**src/rtl/alu_exec_seq.sv**
```systemverilog
// alu_exec_seq: execute/write-back sequencer for the register bank; single-cycle ALU ops
// plus a WIDTH-step shift-add MUL, result returned via Z/dest/WR.
module alu_exec_seq #(
    parameter int WIDTH = 32,
    parameter int AW    = 3
) (
    input  logic             clk,
    input  logic             rst,
    input  logic             start,
    input  logic [3:0]       op,
    input  logic [AW-1:0]    rs1,
    input  logic [AW-1:0]    rs2,
    input  logic [AW-1:0]    rd,
    input  logic [WIDTH-1:0] A,
    input  logic [WIDTH-1:0] B,
    output logic [AW-1:0]    src1,
    output logic [AW-1:0]    src2,
    output logic [AW-1:0]    dest,
    output logic [WIDTH-1:0] Z,
    output logic             WR,
    output logic             busy,
    output logic             done,
    output logic             ovf,
    output logic             err
);
    localparam int CW = $clog2(WIDTH);
    typedef enum logic [1:0] {IDLE, READ, EXEC, WB} state_t;
    state_t           r_state, w_next;
    logic [3:0]       r_op;
    logic [AW-1:0]    r_rd;
    logic [WIDTH-1:0] r_a, r_b, r_acc;
    logic [CW-1:0]    r_cnt;
    logic [WIDTH-1:0] w_bp, w_sum, w_alu, w_acc_nxt;
    logic [CW-1:0]    w_sh;
    logic             w_ill, w_mul, w_last, w_ovf;

    assign w_ill     = r_op > 4'd10;
    assign w_mul     = r_op == 4'd10;
    assign w_last    = r_cnt == CW'(WIDTH - 1);
    assign w_sh      = r_b[CW-1:0];
    assign w_bp      = (r_op == 4'd1) ? ~r_b + 1'b1 : r_b;
    assign w_sum     = r_a + w_bp;
    assign w_ovf     = (r_op < 4'd2) && (r_a[WIDTH-1] == w_bp[WIDTH-1]) && (w_sum[WIDTH-1] != r_a[WIDTH-1]);
    assign w_acc_nxt = r_acc + (r_b[0] ? r_a : '0);
    assign WR        = r_state == WB;
    assign busy      = r_state != IDLE;

    always_comb begin
        w_alu = '0;
        case (r_op)
            4'd0, 4'd1: w_alu = w_sum;
            4'd2:       w_alu = r_a & r_b;
            4'd3:       w_alu = r_a | r_b;
            4'd4:       w_alu = r_a ^ r_b;
            4'd5:       w_alu = ~r_a;
            4'd6:       w_alu = r_a << w_sh;
            4'd7:       w_alu = r_a >> w_sh;
            4'd8:       w_alu = $signed(r_a) >>> w_sh;
            4'd9:       w_alu = {{(WIDTH-1){1'b0}}, $signed(r_a) < $signed(r_b)};
            default:    w_alu = '0;
        endcase
    end

    always_comb begin
        w_next = r_state;
        case (r_state)
            IDLE:    w_next = start ? READ : IDLE;
            READ:    w_next = EXEC;
            EXEC:    w_next = w_ill ? IDLE : (!w_mul || w_last) ? WB : EXEC;
            default: w_next = IDLE;
        endcase
    end

    always_ff @(posedge clk or negedge rst) begin
        if (!rst) r_state <= IDLE;
        else      r_state <= w_next;
    end

    always_ff @(posedge clk or negedge rst) begin
        if (!rst) begin
            r_op  <= '0;
            r_rd  <= '0;
            r_a   <= '0;
            r_b   <= '0;
            r_acc <= '0;
            r_cnt <= '0;
            src1  <= '0;
            src2  <= '0;
            dest  <= '0;
            Z     <= '0;
            done  <= 1'b0;
            ovf   <= 1'b0;
            err   <= 1'b0;
        end else begin
            done <= 1'b0;
            case (r_state)
                IDLE: if (start) begin
                    r_op <= op;
                    r_rd <= rd;
                    src1 <= rs1;
                    src2 <= rs2;
                end
                READ: begin
                    r_a   <= A;
                    r_b   <= B;
                    r_acc <= '0;
                    r_cnt <= '0;
                end
                EXEC: if (w_ill) begin
                    done <= 1'b1;
                    err  <= 1'b1;
                end else if (w_mul) begin
                    // multiplicand walks left, multiplier right; last step's sum goes straight to Z
                    r_acc <= w_acc_nxt;
                    r_a   <= r_a << 1;
                    r_b   <= r_b >> 1;
                    r_cnt <= r_cnt + 1'b1;
                    if (w_last) begin
                        Z    <= w_acc_nxt;
                        ovf  <= 1'b0;
                        dest <= r_rd;
                    end
                end else begin
                    Z    <= w_alu;
                    ovf  <= w_ovf;
                    dest <= r_rd;
                end
                default: begin
                    done <= 1'b1;
                    err  <= 1'b0;
                end
            endcase
        end
    end
endmodule

```
**config.mk**
```make
export PLATFORM = sky130hd
export DESIGN_NAME = alu_exec_seq
export DESIGN_NICKNAME = d
export VERILOG_FILES = /design/src/rtl/alu_exec_seq.sv
export SDC_FILE = /design/constraint.sdc
export NUM_CORES = 1
export LEC_CHECK = 0
export ABC_AREA = 1
export BUFFER_PORTS_ARGS = -buffer_cell sky130_fd_sc_hd__clkbuf_2
export CAP_MARGIN = 20
export CORE_UTILIZATION = 45
export DETAILED_ROUTE_END_ITERATION = 7
export MAX_ROUTING_LAYER = met4
export PLACE_DENSITY = 0.66
export SETUP_SLACK_MARGIN = 0.5
export SYNTH_ARGS = -nofsm -noshare
export SYNTH_HDL_FRONTEND = slang
export SYNTH_SLANG_ARGS = --single-unit
export TNS_END_PERCENT = 30
```
**constraint.sdc**
```tcl
create_clock -name clk -period 4.3 [get_ports clk]
set_clock_uncertainty 0.05 [all_clocks]
set_input_delay 0.43 -clock clk [delete_from_list [all_inputs] [get_ports clk]]
set_output_delay 0.43 -clock clk [all_outputs]
set_load 0.05 [all_outputs]
```
Word-level counts from Yosys, hierarchy flattened. Cells that the tools add are included. Widths: inputs -> output; s select.

Memory bits (writable): 0. Bits in read-only memories: 0. Memories kept: 0. Logic and storage cells: 94. Register bits after elaboration: 154. Latch bits: 0.

Bitwise gates (word level): 7. $lt $le $gt $ge: 3. Multipliers: 0. Add/sub/neg operators: 4. Divide/modulo/power cells: 0. Eq/ne operators: 20. Shifts and indexed selects: 3. Muxes and demuxes: 29. Reduce and logical (&&, ||, !) cells: 14.

Operators by type and width (number): $mux 32 (10); $pmux 32 s9 (1); $pmux 32 s2 (3); $add 32x32->32 (2); $not 32->32 (2); $add 32x1->32 const B (1); $and 32x32->32 (1); $lt 32x32->1 (1); $or 32x32->32 (1); $shl 32x5->32 (1); $shr 32x5->32 (1); $sshr 32x5->32 (1); $xor 32x32->32 (1); $eq 4x3->1 const B (4); $eq 4x4->1 const B (3); $mux 5 (2); $pmux 5 s2 (1); $eq 4x2->1 const B (2); $mux 1 (6); $mux 3 (2); $ne 2x2->1 const B (3); $pmux 2 s3 (1); $reduce_and 3->1 (2); $add 5x1->5 const B (1); other kinds (20) (27).

Depth between registers and ports, before layout. Gate-level depths: netlist of the first run.

Word-level depth: 7. Gate-level depth with buffers: 30.

Worst setup path before layout of the first run. OpenSTA, ideal clock, no wires.

Kind: register to register. Start: register r_b[1]. End: register Z[30]. Cell stages (with the launch flop): 29. Required time: 4132 ps. Buffers on the path: 3. Data arrival time: 3551 ps. Path slack: 582 ps. Cell sequence: dfrtp_1 -> buf_2 -> inv_1 -> buf_2 -> buf_2 -> ha_1 -> inv_1 -> nor3_1 -> nand2_1 -> nor2_2 -> nand2_1 -> nor2_1 -> nor2_1 -> a21oi_2 -> o21ai_0 -> xor2_1 -> ha_1 -> nand2_1 -> nor3_1 -> inv_1 -> nor2_1 -> and2_1 -> nand2_1 -> nand2_1 -> nand2_1 -> nand3_1 -> nand3_1 -> nand2_1 -> nand2_1.

Cells in the longest elaborated chain, start to end: 6.

RTL lines: from (decl) (RTL line 31) `logic [WIDTH-1:0] r_a, r_b, r_acc;`; from (signal assigned) (RTL line 116) `r_b <= r_b >> 1;`; $not 32->32 (RTL line 41) `assign w_bp = (r_op == 4'd1) ? ~r_b + 1'b1 : r_b;`; $add 32x1->32 (RTL line 41); $mux 32 (RTL line 41); $add 32x32->32 (RTL line 42) `assign w_sum = r_a + w_bp;`; $pmux 32 s9 (*) (RTL line 50) `case (r_op)`; $mux 32 (*) (RTL line 112) `end else if (w_mul) begin`; to (signal assigned) (RTL line 119) `Z <= w_acc_nxt;`; to (signal assigned) (RTL line 124) `Z <= w_alu;`; to (decl) (RTL line 19) `output logic [WIDTH-1:0] Z,`.

Mark *: on every way between the ends. The rest lies on a longest branch, timed or not. A chain may end at the register's enable or synchronous reset.

Final worst setup path of the first run.
Start: register r_b[4]. End: register Z[18].

The elaborated chain is that of the path after synthesis.

==> out/results.ini, run 1 <==
[global_route]
met1_usage_pct = 48.3
grt_usage_pct = 39.0
use_met3_pct = 6.07
top_usage_layer = met2
grt_pass1_wl_um = 117000
grt_start_max_net_pins = 126
grt_pass1_vias = 19900
grtUsageMet2_pct = 62.3
antenna_found_initial = 0
overflow = 0

[yosys]
syn-cell-area_um2 = 18300
ys_seq_area_share_pct = 21.1
yosys_register_bits = 154
syn-num-nets = 3274
ys_types = 51
synthCells = 3025
yosysWarningCount = 0
ys_dominant_reg_cell = dfrtp_1
syn_area_per_cell_um2 = 6.05
synth_edf_count = 0
synthArstFlopShare_pct = 100

[floorplan]
die-area_um2 = 41500
std_cell_rows = 73
core_area_um2 = 39900
num_io_pins = 126
start_util_pct = 45.8
fp.dieW_um = 204
die_h_um = 204

[worst_setup_path]
worstSetupEndpoint = Z[18]$_DFFE_PN0P_
cp.arrival_ns = 3.92
reg2reg_from = r_b[4]$_DFFE_PN0P_
reg2reg_slack_ns = 0.70
crit_type = flip-flop to flip-flop
cp-startpoint = r_b[4]$_DFFE_PN0P_
rr_endpoint = Z[18]$_DFFE_PN0P_
cp_max_fo = 31
critPathLaunchType = flip-flop
reg2reg_depth = 19
cp.required_ns = 4.62
endpoint_kind = flip-flop

[finish]
fill_cells = 4315
multi_input_area_um2 = 12600
regArea_um2 = 3860
fin_cells = 3651
final_nets = 3363
drive_gt1_share_pct = 9.47
syn_to_final_growth_pct = 10.7
n_antenna_cell = 0

[routing]
antenna_left = 0
wl_um = 78400
wire_per_inst_um = 21.5
drc_errors = 0
dr.pass1.iters = 6
vias = 21000
drtIter0Drc = 2110
vias_per_cell = 5.76

[sta]
rsz0062_at_grt = yes
fmax_mhz = 278
max_slew_margin_pct = 31.6
post-route-period-util_pct = 83.7
final-hold-violation-count = 0
tns_ns = 0
layout_min_cycle_time_ns = 3.60
worstMarginPinSlew_ns = 1.03
slew_viol_final = 0
setup_slack_ns = 0.700
final-setup-viol-count = 0
whs_ns = 0.130

[pwr]
fin_total_pwr_uw = 18000
peakVddDrop_uv = 545
p_per_area_nw_per_um2 = 888
leakage_uw = 0.0111

[placement]
pre_cts_ws_ns = 0.271
portBuffers = 125
dp_hpwl_um = 61800
placed_cells = 3615
place.gp.congestion = 1.02

[worst_hold_path]
min_path_cells = 2
hold_path_class = input port to flip-flop

[clock_network]
clkTransAtPathRegs_ns = 0.07
cts_tree = built
htree_num_levels = 4
clk_path_buf_depth = 2
clkLatencyLatePin_ns = 0.50
numCtsBuffers = 17
clockRootBuffer = clkbuf_16
clkSinkCount = 154

[outcome]
outcome = completed

[flow_run]
drv_cap = 0

cell families (layout without fill, tap and decap cells):
kind of cell    Yosys count  after routing  share of synthesized area (%)
xor+xnor                 37             37                           1.77
fa+ha+maj               169            169                           11.6
buf+inv                 508            609                           10.9
flops                   154            154                           21.1
mux                       8              8                          0.486
simple gates           1751           1751                           40.7
compound gates          398            398                           13.4
metal layers:
metal,share of wire [%],routed length (µm),vias up
met5,0,0,-
met4,4.7,3670,0
met3,8.0,6280,171
met2,46,36000,923
met1,41,32400,9854
li1,-,-,10100
worst min-delay path by stage:
stage,endpoint,from,slack (ns)
global route,src1[2]$_DFFE_PN0P_,rs1[2],0.12
floorplan,Z[0]$_DFFE_PN0P_,rst,0.08
global placement,Z[4]$_DFFE_PN0P_,rst,0.37
CTS,src2[1]$_DFFE_PN0P_,rs2[1],0.1
finish,src1[1]$_DFFE_PN0P_,rs1[1],0.13
detailed placement,Z[4]$_DFFE_PN0P_,rst,0.37
synthesized netlist by cell type, types with 10 or more instances:
cell      instances  area share (%)
nor2_1          191             3.9
a32o_1           12            0.66
a221oi_1         15            0.72
o21bai_1         11            0.45
o21ai_0         130             3.6
buf_2            34            0.93
or2_2            17            0.58
clkbuf_1         60             1.2
nand4_1          28            0.96
o22ai_1          20            0.68
inv_2            10            0.21
xor2_1           35             1.7
ha_1            167              11
nand3_1         431              12
inv_1           378             7.8
nor3_1           35            0.96
nand2_1         996              20
buf_1            14            0.29
a21oi_1          97             2.7
nand3b_1         17            0.70
o211ai_1         76             3.1
dfrtp_1         154              21
power breakdown:
| group | internal, µW | leakage (µW) | switching [µW] | total [µW] |
|---|---|---|---|---|
| registers | 2050 | 0.00194 | 608 | 2660 |
| clock network | 823 | 0.000273 | 711 | 1530 |
| logic | 3960 | 0.00892 | 9810 | 13800 |
cell usage in the layout, fill, tap and decap left out, drive strengths merged, types with 3 or more instances in the layout:
cell type and instances:
a221oi 15, o21ai 135, nor3 36, nand2 1000, dfrtp 154, and2 6, a21o 7, nor2 200
o221ai 3, a32o 12, mux2 7, a21oi 98, o21a 3, or2 28, o22ai 20, nor4 3
ha 167, nand3b 17, a22o 8, nand3 431, clkbuf 145, o211ai 76, clkinv 9, inv 390
xor2 35, buf 62, nand4 28, o21bai 11
per-stage QoR:
| stage | util (%) | instance area (µm²) |
|---|---|---|
| finish | 50.7 | 20200 |
| global route | 50.7 | 20200 |
| CTS | 50.3 | 20100 |
| detailed placement | 48.9 | 19500 |
| global placement | 48.9 | 19500 |
| floorplan | - | 18300 |
cell type report:
class                      instances  share of cell area, %
clock buffer                      21                   2.27
clock inverter                    10                  0.457
inverter                         391                   7.25
multi-input combinational       2363                   62.2
sequential                       154                   19.1
tap                              525                   3.25
timing repair buffer             187                   5.56
worst max-delay path, stage by stage (launching register included):
cell and delay [ns]:
dfrtp_1 0.44, buf_4 0.44, inv_1 0.12, nand2_1 0.17, o21ai_0 0.18, xor2_1 0.18
ha_1 0.36, nand2_1 0.09, inv_1 0.10, nand2_1 0.06, nand3_1 0.18, nand2_1 0.07
nand2_1 0.18, nand2_1 0.12, nand2_1 0.08, nand2_1 0.04, nand3_1 0.11, nand3_1 0.12
nor2_1 0.29, nor2_1 0.07
registers in the layout (all words and copies together) (netlist names), 2 cells and up:
| name | cells |
|---|---|
| src2 | 3 |
| r_a | 32 |
| r_rd | 3 |
| src1 | 3 |
| r_state | 2 |
| r_acc | 32 |
| r_cnt | 5 |
| r_b | 32 |
| dest | 3 |
| Z | 32 |
| r_op | 4 |
what timing repair did:
| item | 4_1_cts | 5_1_grt |
|---|---|---|
| pin swaps | 0 | 5 |
| hold endpoints to repair | 47 | 0 |
| setup buffers | 0 | 4 |
| gates resized for setup | 3 | 30 |
| gates cloned | 0 | 0 |
| endpoints found under the setup margin | 6 | 14 |
| hold buffers | 1 | 0 |
No activity file was read; power rests on OpenSTA's default activity.
==> inputs of run 2 (changes only) <==
--- a/config.mk
+++ b/config.mk
@@ -11,7 +11,7 @@
 export CORE_UTILIZATION = 45
 export DETAILED_ROUTE_END_ITERATION = 7
 export MAX_ROUTING_LAYER = met4
-export PLACE_DENSITY = 0.66
+export PLACE_DENSITY = 0.69
 export SETUP_SLACK_MARGIN = 0.5
 export SYNTH_ARGS = -nofsm -noshare
 export SYNTH_HDL_FRONTEND = slang
==> constraint.sdc (replaced) <==
create_clock -name clk -period 2.92 [get_ports clk]
set_clock_uncertainty 0.05 [all_clocks]
set_input_delay 0.292 -clock clk [delete_from_list [all_inputs] [get_ports clk]]
set_output_delay 0.292 -clock clk [all_outputs]
set_load 0.05 [all_outputs]
==> out/results.ini, run 2 (synthesized netlist as in run 1, its figures left out) <==
[clock_network]
clkTransAtPathRegs_ns = 0.08  ; about the same
clockRootBuffer = clkbuf_16
numCtsBuffers = 17  ; unchanged
clk_path_buf_depth = 2  ; unchanged
cts_tree = built
clkLatencyLatePin_ns = 0.51  ; about the same
htree_num_levels = 4  ; unchanged
clkSinkCount = 154  ; unchanged

[finish]
drive_gt1_share_pct = 24.1  ; +15 points
multi_input_area_um2 = 13500  ; +7.5%
layout.cells.most_common = nand2_1
fill_cells = 3820  ; -11%
final_cell_mix = nand2_1 (930), nand3_1 (401), buf_4 (387), inv_1 (353), nor2_1 (153)
final_nets = 3756  ; +12%
design_area_um2 = 24500  ; +21%
regArea_um2 = 3860  ; unchanged
syn_to_final_growth_pct = 33.7

[floorplan]
die_h_um = 204  ; unchanged
die-area_um2 = 41500  ; unchanged
std_cell_rows = 73  ; unchanged
start_util_pct = 45.8  ; unchanged
fp.dieW_um = 204  ; unchanged
num_io_pins = 126  ; unchanged
core_area_um2 = 39900  ; unchanged

[sta]
rsz0062_at_grt = yes
fmax_mhz = 292  ; +5.1%
setup_slack_ns = -0.505  ; -1.21 ns
layout_min_cycle_time_ns = 3.43  ; -0.175 ns
whs_ns = 0.0233  ; -0.107 ns
final-setup-viol-count = 46  ; +46
slew_viol_final = 0  ; unchanged
tns_ns = -11.37  ; -11.37 ns
final-hold-violation-count = 0  ; unchanged
post-route-period-util_pct = 117  ; +34 points
max_slew_margin_pct = 40.9  ; +9.4 points
worstMarginPinSlew_ns = 0.883  ; -0.142 ns

[worst_hold_path]
hold_path_class = input port to flip-flop

[worst_setup_path]
crit_chain = inv_4 -> ha_4 -> inv_4 -> nor3_4 -> nand2_2 -> nor2_4 -> nand2_4 -> nor2_4 -> buf_6 -> a21oi_2 -> xor2_1 -> ha_1 -> nand2_2 -> nor2_4 -> buf_4 -> a21oi_4 -> nand4_1 -> nand3_2 -> nand3b_1 -> nor2_2 -> nor2_1
cp.required_ns = 3.26  ; -1.36 ns
cpMaxStageDelayCell = dfrtp_2
critPathMaxStageDelay_ns = 0.44  ; about the same
endpoint_kind = flip-flop
cp_common_cell = nor2_4
crit_type = flip-flop to flip-flop
cp_max_fo = 4  ; -87%
cp.arrival_ns = 3.76  ; -0.16 ns
critPathLaunchType = flip-flop

[placement]
place.gp.congestion = 1.04  ; +1.8%
portBuffers = 125  ; unchanged
dp_hpwl_um = 67400  ; +9.0%
place_area_um2 = 22100  ; +13%

[pwr]
fin_total_pwr_uw = 33200  ; +85%
leakage_uw = 0.0132  ; +19%
peakVddDrop_uv = 863  ; +58%
p_per_area_nw_per_um2 = 1360  ; +53%

[outcome]
failed_checks = negative setup slack
outcome = complete, but fails checks

[global_route]
grt_usage_pct = 42.8  ; +3.8 points
antenna_found_initial = 1  ; +1
grt_pass1_wl_um = 128000  ; +9.6%
overflow = 0  ; unchanged
grt_start_max_net_pins = 126  ; unchanged
grt_pass1_vias = 21900  ; +10%

[routing]
vias_per_cell = 5.70  ; -0.96%
wl_um = 86700  ; +11%
antenna_left = 0  ; unchanged
vias = 23100  ; +9.8%
drc_errors = 0  ; unchanged
dr.pass1.iters = 6  ; unchanged
wire_per_inst_um = 21.4  ; -0.15%
drtIter0Drc = 2226  ; +5.5%

[flow_run]
drv_cap = 0  ; unchanged

-- run 2: worst max-delay path: cells and delay by family, from the launching register on --
kind / cells / cell delay, ns
simple gates: 12 / 1.59
fa+ha+maj: 2 / 0.48
flops: 1 / 0.44
buf+inv: 4 / 0.37
compound gates: 2 / 0.21
xor+xnor: 1 / 0.16
-- run 2: cell type report --
type / instances / share of cell area (%)
antenna: 1 / 0.0102
sequential: 154 / 15.8
timing repair buffer: 580 / 17.7
tap: 525 / 2.69
clock buffer: 17 / 1.74
multi-input combinational: 2363 / 55.3
clock inverter: 15 / 0.767
inverter: 391 / 6.05
-- run 2: metrics by stage --
stage          std cells  util, %  setup slack [ns]
2_1_floorplan       3025        -            -0.396
3_5_place_dp        3933     55.2            -0.718
4_1_cts             4033     59.9            -0.476
5_1_grt             4046     61.3            -0.672
3_3_place_gp        3933     55.2            -0.722
6_report            4046     61.3            -0.505
-- run 2: path summary, 6_finish.rpt --
kind / start / to / slack [ns] / cells past startpoint
max: r_b[1]$_DFFE_PN0P_ / Z[24]$_DFFE_PN0P_ / -0.51 / 21
min: B[11] / r_b[11]$_DFFE_PN0P_ / 0.02 / 3
max reg2reg: r_b[1]$_DFFE_PN0P_ / Z[24]$_DFFE_PN0P_ / -0.51 / 21
min reg2reg: r_rd[2]$_DFFE_PN0P_ / dest[2]$_DFFE_PN0P_ / 0.43 / 2
max in group asynchronous: rst / r_op[1]$_DFFE_PN0P_ / 1.62 / 3
min in group asynchronous: rst / r_acc[5]$_DFFE_PN0P_ / 0.35 / 2
-- run 2: per-layer routing --
metal	vias to the layer above	GRT usage (%)	part of all wire, %
met5	-	-	0
met4	0	22.0	5.7
met3	214	7.24	8.3
met2	1047	67.8	46
met1	10900	52.3	40
li1	10900	-	-
-- run 2: timing repair --
action / in CTS / in global routing
pin swaps: 55 / 67
hold buffers: 40 / 0
buffers inserted: 27 / 12
setup endpoints to repair: 61 / 98
gates resized for setup: 170 / 125
cloned: 1 / 0
endpoints found under the hold margin: 97 / 0
-- run 2: report_power, final --
group | internal (µW) | switching, µW
Sequential | 3020 | 843
Clock | 1360 | 1110
Combinational | 9810 | 17100
Total | 14200 | 19000
==> inputs of run 3 (changes only) <==
--- a/config.mk
+++ b/config.mk
@@ -6,13 +6,14 @@
 export NUM_CORES = 1
 export LEC_CHECK = 0
 export ABC_AREA = 1
+export ABC_CLOCK_PERIOD_IN_PS = 2920
 export BUFFER_PORTS_ARGS = -buffer_cell sky130_fd_sc_hd__clkbuf_2
 export CAP_MARGIN = 20
 export CORE_UTILIZATION = 45
 export DETAILED_ROUTE_END_ITERATION = 7
 export MAX_ROUTING_LAYER = met4
 export PLACE_DENSITY = 0.69
-export SETUP_SLACK_MARGIN = 0.5
+export SETUP_SLACK_MARGIN = 0.15
 export SYNTH_ARGS = -nofsm -noshare
 export SYNTH_HDL_FRONTEND = slang
 export SYNTH_SLANG_ARGS = --single-unit
==> out/results.ini, run 3 (synthesized netlist as in run 1, its figures left out) <==
[worst_hold_path]
hold_path_class = input port to flip-flop

[placement]
place.gp.congestion = 1.04  ; +0.43%
dp_hpwl_um = 67400  ; about the same
pre_cts_ws_ns = -0.720  ; -0.00157 ns
portBuffers = 125  ; unchanged

[finish]
fill_cells = 3659  ; -4.2%
layout.cells.most_common = nand2_1
final_nets = 3808  ; +1.4%
final_core_util_pct = 63.1  ; +1.9 points
regArea_um2 = 3860  ; about the same
final_cell_mix = nand2_1 (903), nand3_1 (397), buf_4 (397), inv_1 (351), dfrtp_1 (151)
multi_input_area_um2 = 13700  ; +1.4%
drive_gt1_share_pct = 26.3  ; +2.1 points
syn_to_final_growth_pct = 37.8

[floorplan]
std_cell_rows = 73  ; unchanged
die-area_um2 = 41500  ; unchanged
num_io_pins = 126  ; unchanged
fp.dieW_um = 204  ; unchanged
start_util_pct = 45.8  ; unchanged
die_h_um = 204  ; unchanged
core_area_um2 = 39900  ; unchanged

[global_route]
grt_usage_pct = 43.0  ; +0.19 points
grt_start_max_net_pins = 129  ; +2.4%
overflow = 0  ; unchanged
antenna_found_initial = 4  ; +3
grt_pass1_wl_um = 129000  ; +0.75%
grt_pass1_vias = 22100  ; +0.89%

[sta]
whs_ns = 0.0112  ; -0.0121 ns
slew_viol_final = 0  ; unchanged
max_slew_margin_pct = 41.0  ; +0.11 points
worstMarginPinSlew_ns = 0.884  ; +0.00155 ns
setup_slack_ns = -0.533  ; -0.0276 ns
rsz0062_at_grt = yes
post-route-period-util_pct = 118  ; +0.95 points
layout_min_cycle_time_ns = 3.45  ; +0.0276 ns
final-hold-violation-count = 0  ; unchanged
fmax_mhz = 290  ; -0.80%
final-setup-viol-count = 38  ; -17%

[pwr]
leakage_uw = 0.0136  ; +2.4%
clkPwrFrac_pct = 7.3  ; about the same
comb_power_share_pct = 81.2  ; +0.3 points
sw_frac_of_total_pct = 57.2  ; -0.092 points
p_seq_share_pct = 11.5  ; about the same
peakVddDrop_uv = 813  ; -5.7%
p_int_uw = 14400  ; +1.4%
p_sw_uw = 19200  ; +1.1%
p_per_area_nw_per_um2 = 1330  ; -1.8%

[worst_setup_path]
cp-startpoint = r_b[0]$_DFFE_PN0P_
cpMaxStageDelayCell = dfrtp_1
worstSetupEndpoint = Z[21]$_DFFE_PN0P_
cp.arrival_ns = 3.80  ; +0.04 ns
rr_endpoint = Z[21]$_DFFE_PN0P_
cp_common_cell = nor2_4
crit_type = flip-flop to flip-flop
cp.required_ns = 3.27  ; about the same
critPathLaunchType = flip-flop
reg2reg_slack_ns = -0.53  ; -0.03 ns
reg2reg_from = r_b[0]$_DFFE_PN0P_
reg2reg_depth = 25  ; +19%
cp_max_fo = 4  ; unchanged
endpoint_kind = flip-flop
critPathMaxStageDelay_ns = 0.40  ; -0.04 ns

[clock_network]
cts_tree = built
clkTransAtPathRegs_ns = 0.09  ; about the same
clk_path_buf_depth = 2  ; unchanged
numCtsBuffers = 17  ; unchanged
clkSinkCount = 154  ; unchanged
clockRootBuffer = clkbuf_16
htree_num_levels = 4  ; unchanged
clkLatencyLatePin_ns = 0.53  ; +0.02 ns

[outcome]
outcome = complete, but fails checks
failed_checks = negative setup slack

[routing]
vias_per_cell = 5.67  ; -0.49%
dr.pass1.iters = 6  ; unchanged
drtIter0Drc = 2340  ; +5.1%
vias = 23300  ; +0.87%
antenna_left = 0  ; unchanged
drc_errors = 0  ; unchanged
wl_um = 87000  ; +0.33%
wire_per_inst_um = 21.2  ; -1.0%

[flow_run]
drv_cap = 0  ; unchanged

[run 3: changes by cell type in the layout (fill, tap and decap cells not counted), sizes merged]
cell         previous run  this run
dlygate4sd3            40        53
buf                   416       455
inv                   393       395
clkinv                  9         6
bufinv                  3         2
diode                   1         4
clkinvlp                1         3
[run 3: stage by stage]
stage          cells  power (µW)  area, µm²  setup TNS (ns)
3_3_place_gp    3959       27000      22200          -12.27
6_report        4101       33600      25200          -11.69
2_1_floorplan   3025       17500      18400           -4.00
4_1_cts         4083       31700      24500           -8.54
5_1_grt         4101       35900      25200          -17.52
3_5_place_dp    3959       27400      22200          -14.32
[run 3: worst max-delay path: cells and delay by family (launching register included)]
family	cells	cell delay, ns
xor gates and xnor gates	1	0.14
adders and majority gates	2	0.53
buffers and inverters	6	0.57
DFF	1	0.40
and+or+nand+nor	16	1.64
[run 3: layout make-up]
type                            count  area share [%]
Multi-Input combinational cell   2363            54.4
Clock buffer                       17            1.69
Timing Repair Buffer              632            19.4
Tap cell                          525            2.61
Clock inverter                     15           0.705
Inverter                          391            5.87
Antenna cell                        4          0.0397
Sequential cell                   154            15.3
[run 3: worst min path at each step]
stage	endpoint	slack, ns	startpoint	cells past startpoint
2_1_floorplan	Z[0]$_DFFE_PN0P_	-0.05	rst	0
3_3_place_gp	r_acc[6]$_DFFE_PN0P_	0.12	rst	1
3_5_place_dp	Z[1]$_DFFE_PN0P_	0.13	rst	1
4_1_cts	r_a[31]$_DFFE_PN0P_	0.0002	A[31]	3
5_1_grt	r_a[25]$_DFFE_PN0P_	0.02	A[25]	3
6_report	r_op[1]$_DFFE_PN0P_	0.01	op[1]	3
[run 3: layer usage]
layer | global-route usage (%) | up-vias | part of all wire [%]
li1 | - | 11000 | -
met1 | 52.3 | 11000 | 40
met2 | 67.3 | 1097 | 46
met3 | 7.65 | 213 | 8.2
met4 | 23.7 | 0 | 5.7
met5 | - | - | 0
[run 3: timing repair]
action,CTS,global route
hold buffers,53,0
pin swaps,78,79
hold endpoints to repair,87,0
gates resized for setup,223,161
setup endpoints to repair,53,54
buffers inserted,39,14
[run 3: power by group through the flow]
| stage | Clock, µW | Sequential, µW | Combinational, µW |
|---|---|---|---|
| 4_1_cts | 2490 | 3780 | 25500 |
| 5_1_grt | 2550 | 3910 | 29400 |
| 3_3_place_gp | 0 | 3750 | 23200 |
| 2_1_floorplan | 0 | 4730 | 12800 |
| 6_report | 2470 | 3860 | 27300 |
| 3_5_place_dp | 0 | 3800 | 23600 |
